[config.mk]
export PLATFORM = sky130hd
export DESIGN_NAME = uart_tx_scheduler
export DESIGN_NICKNAME = d
export VERILOG_FILES = /design/src/rtl/uart_sched_pkg.sv /design/src/rtl/uart_tx_scheduler_rr_arbiter.sv /design/src/rtl/uart_tx_scheduler.sv
export SDC_FILE = /design/constraint.sdc
export NUM_CORES = 1
export LEC_CHECK = 0
export CAP_MARGIN = 10
export CORE_MARGIN = 5
export CORE_UTILIZATION = 40
export CTS_BUF_LIST = sky130_fd_sc_hd__clkbuf_8
export CTS_CLUSTER_DIAMETER = 40
export CTS_CLUSTER_SIZE = 8
export DETAILED_ROUTE_END_ITERATION = 6
export GPL_ROUTABILITY_DRIVEN = 0
export HOLD_SLACK_MARGIN = 0.12
export PLACE_DENSITY = 0.88
export SKIP_CTS_REPAIR_TIMING = 1
export SLEW_MARGIN = 20
export SYNTH_ARGS = -nofsm -noshare
export SYNTH_HDL_FRONTEND = slang
export SYNTH_HIERARCHICAL = 1
export SYNTH_SLANG_ARGS = --single-unit
[constraint.sdc]
create_clock -name CLK -period 2.75 [get_ports CLK]
set_clock_uncertainty 0.05 [all_clocks]
set_input_delay 0.825 -clock CLK [delete_from_list [all_inputs] [get_ports CLK]]
set_output_delay 0.825 -clock CLK [all_outputs]
set_load 0.01 [all_outputs]
[src/rtl/uart_sched_pkg.sv]
// Shared definitions for the UART_TX request scheduler.
//   sched_state_e   : scheduler FSM encoding (also exported on the debug port)
//   *_DEF           : default values for the scheduler parameters
package uart_sched_pkg;

  localparam int NUM_REQ_DEF     = 4;
  localparam int DATA_WIDTH_DEF  = 8;
  localparam int ACK_TIMEOUT_DEF = 4;

  typedef enum logic [1:0] {
    IDLE      = 2'd0,
    ISSUE     = 2'd1,
    WAIT_ACK  = 2'd2,
    WAIT_DONE = 2'd3
  } sched_state_e;

endpackage

[src/rtl/uart_tx_scheduler_rr_arbiter.sv]
// Combinational round-robin arbiter.
// Ports:
//   req        : per-requester request bits
//   ptr        : highest-priority requester index for this arbitration
//   win_onehot : one-hot winner (all zero when nothing is requested)
//   win_idx    : binary winner index (0 when nothing is requested)
//   any_valid  : at least one request is present
// The priority pointer is owned by the caller; this block holds no state.
module rr_arbiter
  import uart_sched_pkg::*;
#(
  parameter int NUM_REQ = NUM_REQ_DEF,
  localparam int IDX_W = (NUM_REQ > 1) ? $clog2(NUM_REQ) : 1
) (
  input  logic [NUM_REQ-1:0] req,
  input  logic [IDX_W-1:0]   ptr,
  output logic [NUM_REQ-1:0] win_onehot,
  output logic [IDX_W-1:0]   win_idx,
  output logic               any_valid
);

  logic [2*NUM_REQ-1:0] req_rot;
  int                   sum;

  always_comb begin
    any_valid = 1'b0;
    win_idx   = '0;
    sum       = 0;
    // Doubling the vector and shifting by ptr puts the requester at ptr
    // in bit 0, so the first set bit upward is the wrap-around winner.
    req_rot   = {req, req} >> ptr;
    for (int i = 0; i < NUM_REQ; i++) begin
      if (!any_valid && req_rot[i]) begin
        any_valid = 1'b1;
        sum       = int'(ptr) + i;
        if (sum >= NUM_REQ) begin
          sum = sum - NUM_REQ;
        end
        win_idx   = IDX_W'(sum);
      end
    end
    win_onehot = any_valid ? ({{(NUM_REQ-1){1'b0}}, 1'b1} << win_idx) : '0;
  end

endmodule

[src/rtl/uart_tx_scheduler.sv]
// Round-robin scheduler sharing one UART_TX between NUM_REQ byte producers.
// Ports:
//   CLK, RST          : clock, synchronous active-high reset
//   REQ, REQ_DATA     : per-requester request level and byte
//   PAR_EN_CFG/TYP    : parity config captured when a frame is issued
//   GNT, DONE, ERR    : one-cycle pulses (accepted / fully sent / no ack)
//   TX_Data_Valid, TX_P_DATA, TX_PAR_EN, TX_PAR_TYP : to UART_TX
//   TX_Busy           : from UART_TX
//   Sched_Busy        : high whenever the FSM is not IDLE
//   dbg_state, dbg_ptr: FSM state and round-robin pointer for observation
//
// Handshake: a requester raises REQ with stable REQ_DATA and holds both
// until it sees its GNT pulse; the byte is committed on the edge that
// produces GNT, and dropping REQ earlier withdraws the request. Towards
// UART_TX, TX_Data_Valid is a one-cycle offer; UART_TX acknowledges by
// raising TX_Busy and signals completion by lowering it again.
module uart_tx_scheduler
  import uart_sched_pkg::*;
#(
  parameter int NUM_REQ     = NUM_REQ_DEF,
  parameter int DATA_WIDTH  = DATA_WIDTH_DEF,
  parameter int ACK_TIMEOUT = ACK_TIMEOUT_DEF,
  localparam int IDX_W = (NUM_REQ > 1) ? $clog2(NUM_REQ) : 1
) (
  input  logic                          CLK,
  input  logic                          RST,
  input  logic [NUM_REQ-1:0]            REQ,
  input  logic [NUM_REQ*DATA_WIDTH-1:0] REQ_DATA,
  input  logic                          PAR_EN_CFG,
  input  logic                          PAR_TYP_CFG,
  output logic [NUM_REQ-1:0]            GNT,
  output logic [NUM_REQ-1:0]            DONE,
  output logic                          ERR,
  output logic                          TX_Data_Valid,
  output logic [DATA_WIDTH-1:0]         TX_P_DATA,
  output logic                          TX_PAR_EN,
  output logic                          TX_PAR_TYP,
  input  logic                          TX_Busy,
  output logic                          Sched_Busy,
  output logic [1:0]                    dbg_state,
  output logic [IDX_W-1:0]              dbg_ptr
);

  localparam int CNT_W = $clog2(ACK_TIMEOUT + 1);

  sched_state_e           state_q, state_d;
  logic [IDX_W-1:0]       ptr_q, ptr_d;
  logic [IDX_W-1:0]       win_q, win_d;
  logic [CNT_W-1:0]       cnt_q, cnt_d;
  logic [NUM_REQ-1:0]     gnt_q, gnt_d;
  logic [NUM_REQ-1:0]     done_q, done_d;
  logic                   err_q, err_d;
  logic                   valid_q, valid_d;
  logic [DATA_WIDTH-1:0]  data_q, data_d;
  logic                   par_en_q, par_en_d;
  logic                   par_typ_q, par_typ_d;
  logic                   busy_q, busy_d;

  logic [NUM_REQ-1:0]     arb_onehot;
  logic [IDX_W-1:0]       arb_idx;
  logic                   arb_any;
  logic [DATA_WIDTH-1:0]  sel_data;

  rr_arbiter #(
    .NUM_REQ (NUM_REQ)
  ) u_arb (
    .req        (REQ),
    .ptr        (ptr_q),
    .win_onehot (arb_onehot),
    .win_idx    (arb_idx),
    .any_valid  (arb_any)
  );

  always_comb begin
    sel_data = '0;
    for (int k = 0; k < NUM_REQ; k++) begin
      if (arb_idx == IDX_W'(k)) begin
        sel_data = REQ_DATA[k*DATA_WIDTH +: DATA_WIDTH];
      end
    end
  end

  always_comb begin
    state_d   = state_q;
    ptr_d     = ptr_q;
    win_d     = win_q;
    cnt_d     = cnt_q;
    gnt_d     = '0;
    done_d    = '0;
    err_d     = 1'b0;
    valid_d   = 1'b0;
    data_d    = data_q;
    par_en_d  = par_en_q;
    par_typ_d = par_typ_q;

    case (state_q)
      IDLE: begin
        // GNT/valid are registered, so they are raised on the edge that
        // enters ISSUE and are visible for exactly the ISSUE cycle.
        if (arb_any && !TX_Busy) begin
          state_d   = ISSUE;
          win_d     = arb_idx;
          ptr_d     = (arb_idx == IDX_W'(NUM_REQ - 1)) ? '0 : arb_idx + IDX_W'(1);
          data_d    = sel_data;
          par_en_d  = PAR_EN_CFG;
          par_typ_d = PAR_TYP_CFG;
          gnt_d     = arb_onehot;
          valid_d   = 1'b1;
        end
      end
      ISSUE: begin
        state_d = WAIT_ACK;
        cnt_d   = '0;
      end
      WAIT_ACK: begin
        if (TX_Busy) begin
          state_d = WAIT_DONE;
          cnt_d   = '0;
        end else if (cnt_q == CNT_W'(ACK_TIMEOUT - 1)) begin
          // This is the ACK_TIMEOUT-th WAIT_ACK cycle without Busy.
          state_d = IDLE;
          cnt_d   = '0;
          err_d   = 1'b1;
        end else begin
          cnt_d = cnt_q + CNT_W'(1);
        end
      end
      WAIT_DONE: begin
        if (!TX_Busy) begin
          state_d = IDLE;
          done_d  = {{(NUM_REQ-1){1'b0}}, 1'b1} << win_q;
        end
      end
      default: begin
        state_d = IDLE;
      end
    endcase

    busy_d = (state_d != IDLE);
  end

  always_ff @(posedge CLK) begin
    if (RST) begin
      state_q   <= IDLE;
      ptr_q     <= '0;
      win_q     <= '0;
      cnt_q     <= '0;
      gnt_q     <= '0;
      done_q    <= '0;
      err_q     <= 1'b0;
      valid_q   <= 1'b0;
      data_q    <= '0;
      par_en_q  <= 1'b0;
      par_typ_q <= 1'b0;
      busy_q    <= 1'b0;
    end else begin
      state_q   <= state_d;
      ptr_q     <= ptr_d;
      win_q     <= win_d;
      cnt_q     <= cnt_d;
      gnt_q     <= gnt_d;
      done_q    <= done_d;
      err_q     <= err_d;
      valid_q   <= valid_d;
      data_q    <= data_d;
      par_en_q  <= par_en_d;
      par_typ_q <= par_typ_d;
      busy_q    <= busy_d;
    end
  end

  assign GNT           = gnt_q;
  assign DONE          = done_q;
  assign ERR           = err_q;
  assign TX_Data_Valid = valid_q;
  assign TX_P_DATA     = data_q;
  assign TX_PAR_EN     = par_en_q;
  assign TX_PAR_TYP    = par_typ_q;
  assign Sched_Busy    = busy_q;
  assign dbg_state     = state_q;
  assign dbg_ptr       = ptr_q;

endmodule

# Yosys cells after proc, flatten, opt, wreduce, memory -nomap -nowiden
# Cells that the tools add are included.
# Widths: inputs -> output; s select.
# totals
out_inout_bits	25
ff_bits	30
in_bits	41
# op_classes
n_eq_ne	7
reduce_logical	17
n_bitwise	5
n_lt_le_gt_ge	4
addsub	9
n_mux	27
n_shift	3
# op_table
op	count
$mux 8	4
$mux 2	13
$ge 3x3->1 const B	3
$eq 2x2->1 const B	4
$pmux 2 s4	1
$shl 1x2->4 const A	2
$shr 8x2->4	1
$sub 2x1->2 const B	4
$add 2x2->3 const B	2
$mux 1	6
$mux 3	2
$pmux 3 s2	1
$reduce_or 3->1	2
$not 1->1	5
$eq 2x1->1 const B	2
$logic_and 1x1->1	4
$logic_not 1->1	4
$logic_not 2->1	2
$reduce_bool 2->1	2
$reduce_or 4->1	1
$add 2x1->3 const B	1
$add 3x1->3 const B	1
$eq 3x2->1 const B	1
$ge 2x3->1 const B	1
other kinds (3)	3

# Longest topological paths before layout
# logic_depth
ltp_word	16
depth_mapped	12

# By module
# The synthesis kept the hierarchy.
# modules_own_cells
module	cells_each	area_each_um2	instances
uart_tx_scheduler	171	1440.1	1
rr_arbiter	32	182.7	1

# Least setup slack after synthesis
# OpenSTA, ideal clock, no wires.
# synth_path
path_type	input to register
startpoint	input REQ[1]
endpoint	register data_q[5] (netlist: TX_P_DATA[5])
path_slack_ps	77
setup_time_ps	132
t_required_ps	2568
stages	12
t_arrival_ps	2491
path_buffers	3
cell_sequence	buf_2 nand2b_1 a21oi_1 a211oi_2 inv_1 ha_1 buf_2 buf_2 a21oi_1 o21ai_0 a221oi_2 nor3_1
# synth_via
elab_chain_cells	16
word_cells_on_any_way	25
# synth_lines
item	line	rtl
from (decl)	uart_tx_scheduler.sv:27	input logic [NUM_REQ-1:0] REQ,
$shr 8x2->4 (*)	uart_tx_scheduler_rr_arbiter.sv:31	req_rot = {req, req} >> ptr;
$mux 1	uart_tx_scheduler_rr_arbiter.sv:33	if (!any_valid && req_rot[i]) begin
$logic_not 1->1	uart_tx_scheduler_rr_arbiter.sv:33	
$logic_and 1x1->1	uart_tx_scheduler_rr_arbiter.sv:33	
$mux 1	uart_tx_scheduler_rr_arbiter.sv:33	
$logic_not 1->1	uart_tx_scheduler_rr_arbiter.sv:33	
$logic_and 1x1->1	uart_tx_scheduler_rr_arbiter.sv:33	
$mux 1	uart_tx_scheduler_rr_arbiter.sv:33	
$logic_not 1->1	uart_tx_scheduler_rr_arbiter.sv:33	
$logic_and 1x1->1	uart_tx_scheduler_rr_arbiter.sv:33	
$mux 2 (*)	uart_tx_scheduler_rr_arbiter.sv:33	
named net arb_idx[0]	uart_tx_scheduler.sv:60	logic [IDX_W-1:0] arb_idx;
$logic_not 2->1	uart_tx_scheduler.sv:77	if (arb_idx == IDX_W'(k)) begin
$mux 8 (3 in a row)	uart_tx_scheduler.sv:77	
$mux 8 (*)	uart_tx_scheduler.sv:77	
to (signal assigned)	uart_tx_scheduler.sv:165	data_q <= data_d;
to (decl)	uart_tx_scheduler.sv:54	logic [DATA_WIDTH-1:0] data_q, data_d;
# Mark *: on every way through the listed nets, which the timed path passes. The rest lies on a longest branch.
# A chain may end at the register's enable or synchronous reset.

# Worst setup path after layout
# layout_path
startpoint	input REQ[3]
endpoint	register data_q[2] (netlist: TX_P_DATA[2])
# Same word-level chain as after synthesis.

==> results.cfg <==
[status]
run_status = finished, final reports clean

[synthesis]
seq_area_frac_synth = 0.370
ys.flop_type = dfxtp_1
syn_nets = 253
synth_cell_type_count = 38
netlist_area_um2 = 1620
share_of_flip_flops_with_an_asynchronous_set_or_reset_after_synthesis = 0
synth_area_leaders = dfxtp_1 (37%), a21oi_1 (8.9%), ha_1 (6.9%)
synthesis.area_per_instance_um2 = 7.99
synth_top_cell_area_share = 0.370
synth.yosys.warnings = 6
synthCells = 203
yosysTopAreaCell = dfxtp_1
number_of_storage_elements_in_the_synthesis_netlist = 30
synth_enable_flop_cells = 0

[power_and_ir_drop]
power_leakage_nw = 1.08
p_sw_frac = 0.318
powerDensity_nw_per_um2 = 535
netSwitchingPower_mw = 0.435
power.sequential.fraction = 0.373
p_int_mw = 0.935
power_frac_comb = 0.367
post-layout-total-power_mw = 1.37
vdd.ir_drop.worst_mv = 0.267
power.clock.fraction = 0.261

[floorplan]
num_rows = 23
die_width_um = 73.7
chipHeight_um = 73.7
num_io_pins = 66
initial_core_util = 0.409
floorplan.core_area_um2 = 3970
floorplan.die_area_um2 = 5430

[cells_and_area]
mostFrequentLayoutCell = clkdlybuf4s50_1
fillCellCount = 347
fin_util = 0.644
post_layout_nonfiller_instances = 332
drive_gt1_frac = 0.152
num_antenna_cells = 0
layout-area-overhead-vs-synth_pct = 57.7
final_net_count = 331
layout_common_cells = clkdlybuf4s50_1 (61), dfxtp_1 (30), a21oi_1 (27)
final_cell_area_um2 = 2560

[detailed_routing]
drt_wl_total_um = 4490
post-route-drc-count = 0
vias = 1712
route.detailed.wl_per_inst_um = 13.5
drt_pre_antenna_iters = 4
avgViaCountPerCell = 5.16
starting_drc_count_in_detailed_routing = 72
drt.antenna.violating_nets = 0

[sta]
finalCritPeriodShare = 0.898
fmax_mhz = 405
report.final.setup_viol = 0
tightest_slew_ns = 0.477
timing.final.hold_violations = 0
finalHoldWorstSlack_ns = 0.418
fin_crit_ns = 2.47
final-max-slew-violation-count = 0
rsz0062_at_grt = no
timing.max_slew.rel_slack = 0.681

[placed_design]
hpwl_um = 3340
io_buffer_count = 65
placedCellCount = 323
dpl-instance-area_um2 = 2400

[global_routing]
grt_pass1_wl_um = 7200
grt_start_max_net_pins = 22
grt.total_usage = 0.171
grt_remaining_overflow = 0
first_global_vias = 1670
number_of_antenna_violations_at_the_first_check_in_global_routing = 0

[setup_path]
worstSetupStartpointType = primary input
critical_path_peak_fanout = 14
slowest_delay_ns = 0.31
ordered_list_of_cells_on_the_worst_path = dlymetal6s2s_1 > o21ai_1 > a211oi_2 > buf_4 > buf_4 > ha_1 > buf_6 > a21oi_1 > a221oi_2 > nor3_1
timing.critical_path.mode_cell = buf_4
critPathArrivalTime_ns = 2.58
path_buf_inv = 4
critPathKind = in -> reg
end_kind = flop
required_ns = 2.86
timing.critical_path.max_delay_family = compound AO/OA/AOI/OAI gates
worst_path_max_delay_cell = a221oi_2

[clocking]
worstSkewPairLatency_ns = 0.28
cts_tree = built
cts_buffers = 5
worst_setup_hold_path_clk_slew_ns = 0.06
cts_htree_levels = 2
clock_tree.buffer_depth = 2
tritoncts_num_sinks = 30
clock-root-buffer = clkbuf_8

[hold_path]
min_path_type = reg -> reg

[job]
max_cap_viol_count = 0
## layer usage
metal	vias up	routed length, µm	global-route usage
li1	857	-	-
met1	774	1780	0.192
met2	69	2150	0.282
met3	12	446	0.0752
met4	0	110	0.0684
met5	-	0	0
## layout make-up
cell class / instances / area (µm²) / share of cell area
Sequential cell: 30 / 601 / 0.235
Timing Repair Buffer: 83 / 800 / 0.312
Inverter: 16 / 60.1 / 0.0235
Tap cell: 50 / 62.6 / 0.0244
Multi-Input combinational cell: 145 / 945 / 0.369
Clock buffer: 6 / 82.6 / 0.0323
Clock inverter: 2 / 8.76 / 0.00342
## registers in the layout (all words and copies together) (netlist names)
name,flops
Sched_Busy,1
cnt_q,3
TX_P_DATA,8
win_q,2
ERR,1
TX_PAR_TYP,1
TX_PAR_EN,1
TX_Data_Valid,1
dbg_ptr,2
dbg_state,2
DONE,4
GNT,4
## cells by family after synthesis
family	after synthesis	share of synthesized area
buf+inv	28	0.0748
flops	30	0.370
fa+ha+maj	9	0.0694
compound gates	60	0.247
simple gates	76	0.239
## per-stage QoR
| stage | worst slack (ns) | setup TNS, ns |
|---|---|---|
| finish | 0.281 | 0 |
| global route | 0.222 | 0 |
| CTS | -0.132 | -0.318 |
| detailed placement | -0.438 | -2.78 |
| global placement | -0.361 | -2.04 |
| floorplan | 0.0773 | 0 |
## cells in the mapped netlist (2+ instances only)
library cell and number:
dfxtp_1 30, a21oi_1 29, nand2_1 22, nor2_1 18
inv_1 16, nor3_1 11, ha_1 9, o21ai_0 8
nand2b_1 7, buf_2 6, a221oi_1 5, a221oi_2 4
and2_1 4, o21ai_1 4, clkbuf_1 3, and3b_1 2
buf_4 2, nor3b_1 2, o211a_1 2
## power by group through the flow
stage / Sequential (mW) / Combinational, mW / Clock [mW]
after floorplan: 0.525 / 0.255 / 0
after global placement: 0.517 / 0.463 / 0
after detailed placement: 0.518 / 0.472 / 0
after CTS: 0.510 / 0.475 / 0.370
after global routing: 0.515 / 0.552 / 0.397
final: 0.510 / 0.502 / 0.357
## final timing paths
path	startpoint	end	slack [ns]	cells after the start
hold / removal	TX_PAR_TYP$_SDFFE_PP0P_	TX_PAR_TYP$_SDFFE_PP0P_	0.42	2
hold reg to reg	TX_PAR_TYP$_SDFFE_PP0P_	TX_PAR_TYP$_SDFFE_PP0P_	0.42	2
setup reg to reg	dbg_ptr[0]$_SDFFE_PP0P_	TX_P_DATA[2]$_SDFFE_PP0P_	0.48	10
setup / recovery	REQ[3]	TX_P_DATA[2]$_SDFFE_PP0P_	0.28	10
## worst reg2reg max path: stages (launching register included)
cell and delay, ns:
dfxtp_1 0.46, nand2b_1 0.16, o21ai_1 0.09, a211oi_2 0.24, buf_4 0.17, buf_4 0.12
ha_1 0.20, buf_6 0.19, a21oi_1 0.08, a221oi_2 0.31, nor3_1 0.08
(Power assumes the default switching activity.)
